==> config.mk <==
export PLATFORM = sky130hd
export DESIGN_NAME = fsk_tone_generator_flat
export DESIGN_NICKNAME = d
export VERILOG_FILES = /design/src/rtl/fsk_tone_generator_pkg.sv /design/src/rtl/fsk_tone_if.sv /design/src/rtl/fsk_tone_generator_tone_divider.sv /design/src/rtl/fsk_tone_generator.sv /design/src/flat_wrapper.sv
export SDC_FILE = /design/constraint.sdc
export NUM_CORES = 1
export LEC_CHECK = 0
export CAP_MARGIN = 20
export CORE_AREA = 2 2 101 177
export CTS_BUF_LIST = sky130_fd_sc_hd__clkbuf_16
export CTS_CLUSTER_DIAMETER = 80
export DETAILED_ROUTE_END_ITERATION = 16
export DIE_AREA = 0 0 103 179
export PLACE_DENSITY = 0.63
export SLEW_MARGIN = 30
export SYNTH_ARGS = -nofsm -noshare
export SYNTH_HDL_FRONTEND = slang
export SYNTH_SLANG_ARGS = --single-unit
==> constraint.sdc <==
create_clock -name clock -period 2.95 [get_ports clock]
set_clock_uncertainty 0.2 [all_clocks]
set_input_delay 0.59 -clock clock [delete_from_list [all_inputs] [get_ports clock]]
set_output_delay 0.59 -clock clock [all_outputs]
set_load 0.01 [all_outputs]
==> src/rtl/fsk_tone_generator_pkg.sv <==
// Shared definitions for the FSK tone generator.
// Holds the state encoding, the counter width and the half-period tick
// calculation used to size both tone dividers at elaboration.
package fsk_tone_generator_pkg;

    localparam int unsigned CNT_W = 32;

    localparam logic [0:0] ST_IDLE = 1'b0;
    localparam logic [0:0] ST_TONE = 1'b1;

    // Clock cycles per half period of a square wave at freq_hz.
    function automatic int unsigned calc_half_ticks(input int unsigned clock_hz,
                                                    input int unsigned freq_hz);
        return clock_hz / (2 * freq_hz);
    endfunction

endpackage

==> src/rtl/fsk_tone_if.sv <==
// Byte-in / tone-out bus of the FSK tone generator.
//   enable      : advance all counters when high, freeze when low
//   data_in     : byte to transmit, LSB first
//   data_valid  : data_in is valid
//   data_ready  : generator accepts a byte this cycle
//   sample_out  : FSK square-wave output
//   busy        : a byte is being transmitted
//   tone_sel    : data bit currently being sent
//   bytes_sent  : fully transmitted bytes since reset
interface fsk_tone_if;
    import fsk_tone_generator_pkg::*;

    logic             enable;
    logic [7:0]       data_in;
    logic             data_valid;
    logic             data_ready;
    logic             sample_out;
    logic             busy;
    logic             tone_sel;
    logic [CNT_W-1:0] bytes_sent;

    modport master (
        output enable, data_in, data_valid,
        input  data_ready, sample_out, busy, tone_sel, bytes_sent
    );

    modport slave (
        input  enable, data_in, data_valid,
        output data_ready, sample_out, busy, tone_sel, bytes_sent
    );

endinterface

==> src/rtl/fsk_tone_generator_tone_divider.sv <==
// Half-period counter driving the square-wave output.
//   clk, rst_n     : clock, async active-low reset
//   enable_i       : advance the counter this cycle
//   restart_i      : bit boundary, counter returns to 0 (level is kept)
//   half_ticks_i   : half period in cycles for the current tone
//   sample_o       : square-wave level
module tone_divider
    import fsk_tone_generator_pkg::*;
(
    input  logic             clk,
    input  logic             rst_n,
    input  logic             enable_i,
    input  logic             restart_i,
    input  logic [CNT_W-1:0] half_ticks_i,
    output logic             sample_o
);

    logic [CNT_W-1:0] cnt_q, cnt_d;
    logic             sample_q, sample_d;
    logic             half_done;

    assign half_done = (cnt_q == half_ticks_i - CNT_W'(1));

    // A toggle due on the boundary edge still happens; only the count restarts.
    always_comb begin
        cnt_d    = cnt_q;
        sample_d = sample_q;
        if (enable_i) begin
            if (half_done) begin
                sample_d = ~sample_q;
            end
            if (half_done || restart_i) begin
                cnt_d = '0;
            end else begin
                cnt_d = cnt_q + CNT_W'(1);
            end
        end
    end

    always_ff @(posedge clk or negedge rst_n) begin
        if (!rst_n) begin
            cnt_q    <= '0;
            sample_q <= 1'b0;
        end else begin
            cnt_q    <= cnt_d;
            sample_q <= sample_d;
        end
    end

    assign sample_o = sample_q;

endmodule

==> src/rtl/fsk_tone_generator.sv <==
// Binary FSK transmitter: sends each accepted byte LSB first, one bit per
// BIT_TICKS enabled cycles, as a square wave at FREQUENCY_1 (bit 0) or
// FREQUENCY_2 (bit 1).
//   clock : system clock, rising edge
//   clear : async active-low reset
//   bus   : fsk_tone_if slave (handshake, status and tone output)
module fsk_tone_generator
    import fsk_tone_generator_pkg::*;
#(
    parameter int unsigned FREQUENCY_1 = 9000,
    parameter int unsigned FREQUENCY_2 = 11000,
    parameter int unsigned CLOCK       = 50000000,
    parameter int unsigned BIT_TICKS   = 50000
) (
    input  logic    clock,
    input  logic    clear,
    fsk_tone_if.slave bus
);

    localparam int unsigned HALF1 = calc_half_ticks(CLOCK, FREQUENCY_1);
    localparam int unsigned HALF2 = calc_half_ticks(CLOCK, FREQUENCY_2);

    // Reject parameter sets that cannot produce two distinct, whole tones per bit.
    if (FREQUENCY_2 <= FREQUENCY_1 || HALF2 < 1 || BIT_TICKS < 2 * HALF1) begin : g_bad_params
        $error("fsk_tone_generator: invalid FREQUENCY_1/FREQUENCY_2/CLOCK/BIT_TICKS");
    end

    logic [0:0]       state_q, state_d;
    logic [7:0]       shift_q, shift_d;
    logic [CNT_W-1:0] bit_cnt_q, bit_cnt_d;
    logic [CNT_W-1:0] bit_idx_q, bit_idx_d;
    logic [CNT_W-1:0] bytes_q, bytes_d;
    logic             bit_end;
    logic             sample;
    logic [CNT_W-1:0] half_sel;

    assign bit_end  = (state_q == ST_TONE) && bus.enable
                      && (bit_cnt_q == CNT_W'(BIT_TICKS - 1));
    assign half_sel = shift_q[0] ? CNT_W'(HALF2) : CNT_W'(HALF1);

    // Next-state logic: accept in IDLE, count bit duration and shift in TONE.
    always_comb begin
        state_d   = state_q;
        shift_d   = shift_q;
        bit_cnt_d = bit_cnt_q;
        bit_idx_d = bit_idx_q;
        bytes_d   = bytes_q;
        if (bus.enable) begin
            if (state_q == ST_IDLE) begin
                if (bus.data_valid) begin
                    shift_d   = bus.data_in;
                    bit_cnt_d = '0;
                    bit_idx_d = '0;
                    state_d   = ST_TONE;
                end
            end else if (bit_end) begin
                bit_cnt_d = '0;
                shift_d   = {1'b0, shift_q[7:1]};
                if (bit_idx_q == CNT_W'(7)) begin
                    bit_idx_d = '0;
                    bytes_d   = bytes_q + CNT_W'(1);
                    state_d   = ST_IDLE;
                end else begin
                    bit_idx_d = bit_idx_q + CNT_W'(1);
                end
            end else begin
                bit_cnt_d = bit_cnt_q + CNT_W'(1);
            end
        end
    end

    always_ff @(posedge clock or negedge clear) begin
        if (!clear) begin
            state_q   <= ST_IDLE;
            shift_q   <= '0;
            bit_cnt_q <= '0;
            bit_idx_q <= '0;
            bytes_q   <= '0;
        end else begin
            state_q   <= state_d;
            shift_q   <= shift_d;
            bit_cnt_q <= bit_cnt_d;
            bit_idx_q <= bit_idx_d;
            bytes_q   <= bytes_d;
        end
    end

    tone_divider u_tone_divider (
        .clk          (clock),
        .rst_n        (clear),
        .enable_i     (bus.enable && (state_q == ST_TONE)),
        .restart_i    (bit_end),
        .half_ticks_i (half_sel),
        .sample_o     (sample)
    );

    // Shift register empties to zero by the end of a byte, so tone_sel reads 0 in IDLE.
    assign bus.data_ready = (state_q == ST_IDLE) && clear;
    assign bus.busy       = (state_q == ST_TONE);
    assign bus.tone_sel   = shift_q[0];
    assign bus.sample_out = sample;
    assign bus.bytes_sent = bytes_q;

endmodule

==> src/flat_wrapper.sv <==
// flat-port wrapper written by rule: the top's interface ports become plain ports
module fsk_tone_generator_flat import fsk_tone_generator_pkg::*;
#(
    parameter int unsigned FREQUENCY_1 = 9000,
    parameter int unsigned FREQUENCY_2 = 11000,
    parameter int unsigned CLOCK       = 50000000,
    parameter int unsigned BIT_TICKS   = 50000
)
  (clock, clear, bus_enable, bus_data_in, bus_data_valid, bus_data_ready, bus_sample_out, bus_busy, bus_tone_sel, bus_bytes_sent);
  fsk_tone_if bus_i ();
  input  logic clock;
  input  logic clear;
  input wire logic [$bits(bus_i.enable)-1:0] bus_enable;
  input wire logic [$bits(bus_i.data_in)-1:0] bus_data_in;
  input wire logic [$bits(bus_i.data_valid)-1:0] bus_data_valid;
  output wire logic [$bits(bus_i.data_ready)-1:0] bus_data_ready;
  output wire logic [$bits(bus_i.sample_out)-1:0] bus_sample_out;
  output wire logic [$bits(bus_i.busy)-1:0] bus_busy;
  output wire logic [$bits(bus_i.tone_sel)-1:0] bus_tone_sel;
  output wire logic [$bits(bus_i.bytes_sent)-1:0] bus_bytes_sent;
  assign bus_i.enable = bus_enable;
  assign bus_i.data_in = bus_data_in;
  assign bus_i.data_valid = bus_data_valid;
  assign bus_data_ready = bus_i.data_ready;
  assign bus_sample_out = bus_i.sample_out;
  assign bus_busy = bus_i.busy;
  assign bus_tone_sel = bus_i.tone_sel;
  assign bus_bytes_sent = bus_i.bytes_sent;
  fsk_tone_generator #(.FREQUENCY_1(FREQUENCY_1), .FREQUENCY_2(FREQUENCY_2), .CLOCK(CLOCK), .BIT_TICKS(BIT_TICKS)) u_core (.clock(clock), .clear(clear), .bus(bus_i));
endmodule
### Word-level counts from Yosys, hierarchy flattened

Cells that the tools add are included.

* word-level logic and storage cells: 42
* bits in registers: 138
* input bits: 12

* multiplexer cells: 15
* equal/unequal tests: 4
* reductions and logical operators: 9
* $add $sub $neg: 5
* bitwise gates (word level): 2

Operators with widths (count)
* $mux 32: 7
* $add 32x1->32 const B: 4
* $eq 32x16->1 const B: 1
* $eq 32x3->1 const B: 1
* $eq 32x32->1: 1
* $sub 32x1->32 const B: 1
* $mux 8: 3
* $mux 10: 1
* $mux 1: 4
* $reduce_and 2->1: 2
* $reduce_and 4->1: 1
* $logic_and 1x1->1: 3
* $reduce_and 3->1: 1
* $ne 2x2->1 const B: 1
* $not 1->1: 2
* $reduce_bool 2->1: 1
* $logic_or 1x1->1: 1

### Longest topological paths before layout

Gate-level depths: netlist of run 1.

* depth after elaboration: 5
* depth in mapped cells: 9

### Modules after synthesis

From an unflattened synthesis of run 1, not the netlist that was laid out.

* cells, all modules: 985
* area, all modules: 8525.7 µm²

By module, submodules not included
* fsk_tone_generator: cells each 647, instances 1, area each 5685.5 µm², seq. area each 2627.5 µm²
* tone_divider: cells each 338, instances 1, area each 2840.2 µm², seq. area each 825.8 µm²

### Worst setup path after synthesis of run 1

OpenSTA, ideal clock, no wires.

* kind: reg2reg
* start: register u_core.bit_idx_q[0]
* end: register u_core.bit_idx_q[22]
* setup time: 0.079 ns
* path buffers: 3
* path slack: 0.571 ns
* clock period less this slack: 2.379 ns
* stages on the path, launching flop included: 10
* required time: 2.671 ns
* arrival: 2.100 ns
* cells stage by stage: dfrtp_1 > ha_1 > nor4bb_1 > and4_1 > buf_2 > and2_1 > clkbuf_4 > clkbuf_1 > or4_1 > mux2i_1

* longest elaborated chain between the ends: 4

RTL lines
* start, declared: line fsk_tone_generator.sv:31 `logic [CNT_W-1:0] bit_idx_q, bit_idx_d;`
* start signal, assigned: line fsk_tone_generator.sv:83 `bit_idx_q <= bit_idx_d;`
* $add 32x1->32 or $eq 32x3->1 (tied branches): line fsk_tone_generator.sv:64, fsk_tone_generator.sv:59
* $mux 32 *: line fsk_tone_generator.sv:59 `if (bit_idx_q == CNT_W'(7)) begin`
* $mux 32 *: line fsk_tone_generator.sv:56 `end else if (bit_end) begin`
* $mux 32 *: line fsk_tone_generator.sv:49 `if (state_q == ST_IDLE) begin`

Mark *: on every way between the ends. The rest lies on a longest branch, timed or not. The select of a mux whose other input is x is not followed.
A chain may end at the register's enable or synchronous reset.

### Worst setup path after layout of run 1

* start: register u_core.bit_idx_q[0]
* end: register u_core.bit_idx_q[30]

Same word-level chain as after synthesis.

==> impl_results.md, run 1 <==
- Largest stage delay on the critical path: 0.50 ns
- Setup Fix Bufs, Post-CTS: 0
- Drt wl/cell: 19.1 um
- Worst hold margin: 0.0230 ns
- Cell Count, Final, Fillers Out: 1,127
- Worst path slowest cell: or4_1
- Avg Inst Size Synth: 9.23 um^2
- Most used flip-flop cell after synthesis: dfrtp_1
- Status: finished, final reports clean
- DP Worst Slack: 0.0358 ns
- Clock buffer depth: 2
- Die H: 179 um
- Hold Crit Class: in2async
- P_leak: 0.00378 uW
- Clock slew at reported path FFs: 0.06 ns
- Routability congestion estimate: 0.906
- WP data arrival: 2.77 ns
- Min cycle time layout: 2.62 ns
- FP Rows: 64
- DP Area: 8570 um^2
- GRT Util Overall: 0.247
- H-tree levels: 4
- HPWL after DPL: 14.9 mm
- Final Cell Area: 9200 um^2
- Synth Register Bits: 138
- Global route overflow: 0
- Number of global-route vias before repair: 7,128
- Main area contributors after synthesis: dfrtp_1 (45%), mux2i_1 (4.3%), nand3_1 (4.2%), nand4_1 (4.1%), nor4_1 (3.6%)
- Syn Nets: 850
- Largest net degree at the start of global routing: 139
- CTS Buf Count: 17
- Pre-antenna DRT Iters: 5
- Final number of setup-violating endpoints: 0
- Die ar.: 18,400 um^2
- Post-Synthesis Cell Area: 7700 um^2
- Max VDD drop: 0.388 mV
- # port buffers: 47
- Final period util: 0.887
- Fmax achieved: 382 MHz
- Post-synth EDFFs: 0
- Filler cells: 1,603
- Placed Cells: 1,096
- Detailed Route WL: 21.5 mm
- Number of remaining DRC errors: 0
- CP Max Fanout: 6
- CP Launch Type: register
- Worst-Skew Late Latency: 0.44 ns
- Req. time, crit path: 3.10 ns
- CTS tree: done
- Kind of end point of the critical path: register
- Yosys warnings: 0
- Crit path kind: reg2reg
- RSZ-0062 raised after global routing: no
- Setup_tns: 0 ns
- DR iter-0 viols: 477
- Fraction of layout cells with a size suffix above 1: 0.0893
- Async SR Flop Fraction: 1.00
- Sequential fraction of the synthesis area: 0.448
- Total I/O pin count: 48
- Vias per cell: 6.19
- DR vias: 6,974
- Most used cell, CP: or4_1
- Die width: 103 um
- Remaining antenna violation count after routing: 0
- First-pass GRT wire length: 35.4 mm
- Final WS setup: 0.332 ns
- Yosys top cell by area: dfrtp_1
- Worst Path Buf+Inv: 0
- Hold Fails Final Rpt: 0
- Slew Viols, Final: 0
- Cells after Synth: 834
- Initial antenna violation count: 0
- Clock root cell: clkbuf_16
- Core box area: 17,100 um^2
- Worst-margin pin slew: 0.813 ns
- Pwr dens: 509 nW/um^2
- Relative slew slack: 0.458
- # clock sinks: 138
- Critical path, cell by cell: ha_1 -> nand3_1 -> or3_1 -> or4_1 -> or4_1 -> mux2i_1
- Area share of the largest cell type after synthesis: 0.448
- Crit path max-delay family: simple AND/OR/NAND/NOR gates
- Yosys cell types: 60
- Layout net count: 900
- Synth-to-layout area growth: 19.5%
- Post-CTS resize count: 0
- Starting density of the core: 0.449
- N_diodes: 0
- Hold-fix buffer count after cts: 0
- # Max-Cap Violations: 0
## registers in the layout (all words and copies together), names as in the netlist
signal                          cells
u_core.bit_idx_q                   32
u_core.u_tone_divider.sample_o      1
u_core.bus.busy                     1
u_core.bus.bytes_sent              32
u_core.u_tone_divider.cnt_q        32
u_core.shift_q                      8
u_core.bit_cnt_q                   32
## per-stage QoR
stage	util	power, uW
6_report	0.537	4690
5_1_grt	0.537	4850
4_1_cts	0.537	4730
3_5_place_dp	0.500	2390
3_3_place_gp	0.500	2380
2_1_floorplan	-	2240
## layer usage
layer / vias to the layer above / GRT usage / wire (um)
met4: 0 / 0.122 / 747
met5: - / 0 / 0
met3: 54 / 0.0495 / 901
li1: 3240 / - / -
met2: 220 / 0.441 / 11600
met1: 3460 / 0.271 / 8260
## power breakdown
part,switching [uW],internal [uW],total (uW)
Clock,845,1480,2330
Combinational,197,123,320
Sequential,79.2,1960,2040
Total,1120,3570,4690
## cell type report
cell class | instances | area (um^2) | area share
timing repair buffer | 83 | 792 | 0.0861
clock inverter | 14 | 205 | 0.0223
sequential | 138 | 3450 | 0.375
clock buffer | 17 | 425 | 0.0462
multi-input combinational | 624 | 3960 | 0.431
inverter | 20 | 75.1 | 0.00816
tap | 231 | 289 | 0.0314
## cells by family (layout without fill, tap and decap cells)
| logic type | Yosys count | count (layout) | share of synthesized area |
|---|---|---|---|
| and+or+nand+nor | 381 | 381 | 0.270 |
| buffers and inverters | 72 | 134 | 0.0409 |
| AOI/OAI and AO/OA | 147 | 147 | 0.124 |
| DFF | 138 | 138 | 0.448 |
| muxes | 34 | 34 | 0.0444 |
| xor gates and xnor gates | 58 | 58 | 0.0660 |
| adders and majority gates | 4 | 4 | 0.00650 |
## worst register-to-register path, stage by stage (launching register included)
cell and delay [ns]:
dfrtp_1 0.41, ha_1 0.26, nand3_1 0.22, or3_1 0.42
or4_1 0.50, or4_1 0.40, mux2i_1 0.15
## worst paths after layout
path,end,cells past startpoint,start,slack (ns)
max in group asynchronous,u_core.bit_idx_q[9],2,clear,1.86
max,u_core.bit_idx_q[30],6,u_core.bit_idx_q[0],0.33
min in group clock,u_core.u_tone_divider.sample_o,1,u_core.u_tone_divider.sample_o,0.27
min,u_core.u_tone_divider.cnt_q[24],2,clear,0.02
max reg2reg,u_core.bit_idx_q[30],6,u_core.bit_idx_q[0],0.33
min reg2reg,u_core.u_tone_divider.sample_o,1,u_core.u_tone_divider.sample_o,0.27
## cells in the final DEF (no fill, tap or decap), types with 3 or more instances in the layout
cell / count
a211oi_1: 26
a21o_1: 4
a21oi_1: 23
a31o_2: 4
a31oi_1: 20
a32o_1: 3
a41oi_1: 3
and2_1: 9
and3_1: 18
and4_1: 15
buf_12: 4
buf_4: 32
bufinv_16: 5
clkbuf_16: 17
clkdlybuf4s50_1: 46
clkinv_1: 4
clkinvlp_4: 3
dfrtp_1: 138
ha_1: 4
inv_1: 20
mux2i_1: 33
nand2_1: 64
nand3_1: 64
nand4_1: 51
nor2_1: 52
nor3_1: 24
nor4_1: 44
o21ai_0: 39
o31a_1: 3
o31ai_1: 3
or2_2: 3
or3_1: 8
or4_1: 16
xnor2_1: 30
xor2_1: 28
## synthesized netlist by cell type (4+ instances only)
cell type	instances
dfrtp_1	138
nand2_1	64
nand3_1	64
nor2_1	52
nand4_1	51
nor4_1	44
o21ai_0	39
clkbuf_1	34
mux2i_1	33
xnor2_1	30
xor2_1	28
a211oi_1	26
a21oi_1	24
nor3_1	24
a31oi_1	21
inv_1	19
and3_1	18
or4_1	16
and4_1	15
and2_1	9
buf_2	9
or3_1	8
a21o_1	4
a31o_2	4
ha_1	4
No activity file was read; power rests on OpenSTA's default activity.
==> inputs of run 2 (changes only) <==
- HOLD_SLACK_MARGIN: not set -> 0.05
==> results of run 2 <==
No change in the layout: final DEF, timing and power equal those of run 1.
==> inputs of run 3 (changes only) <==
- CTS_CLUSTER_SIZE: not set -> 30
==> results of run 3 <==
No change in the layout: final DEF, timing and power equal those of run 1.
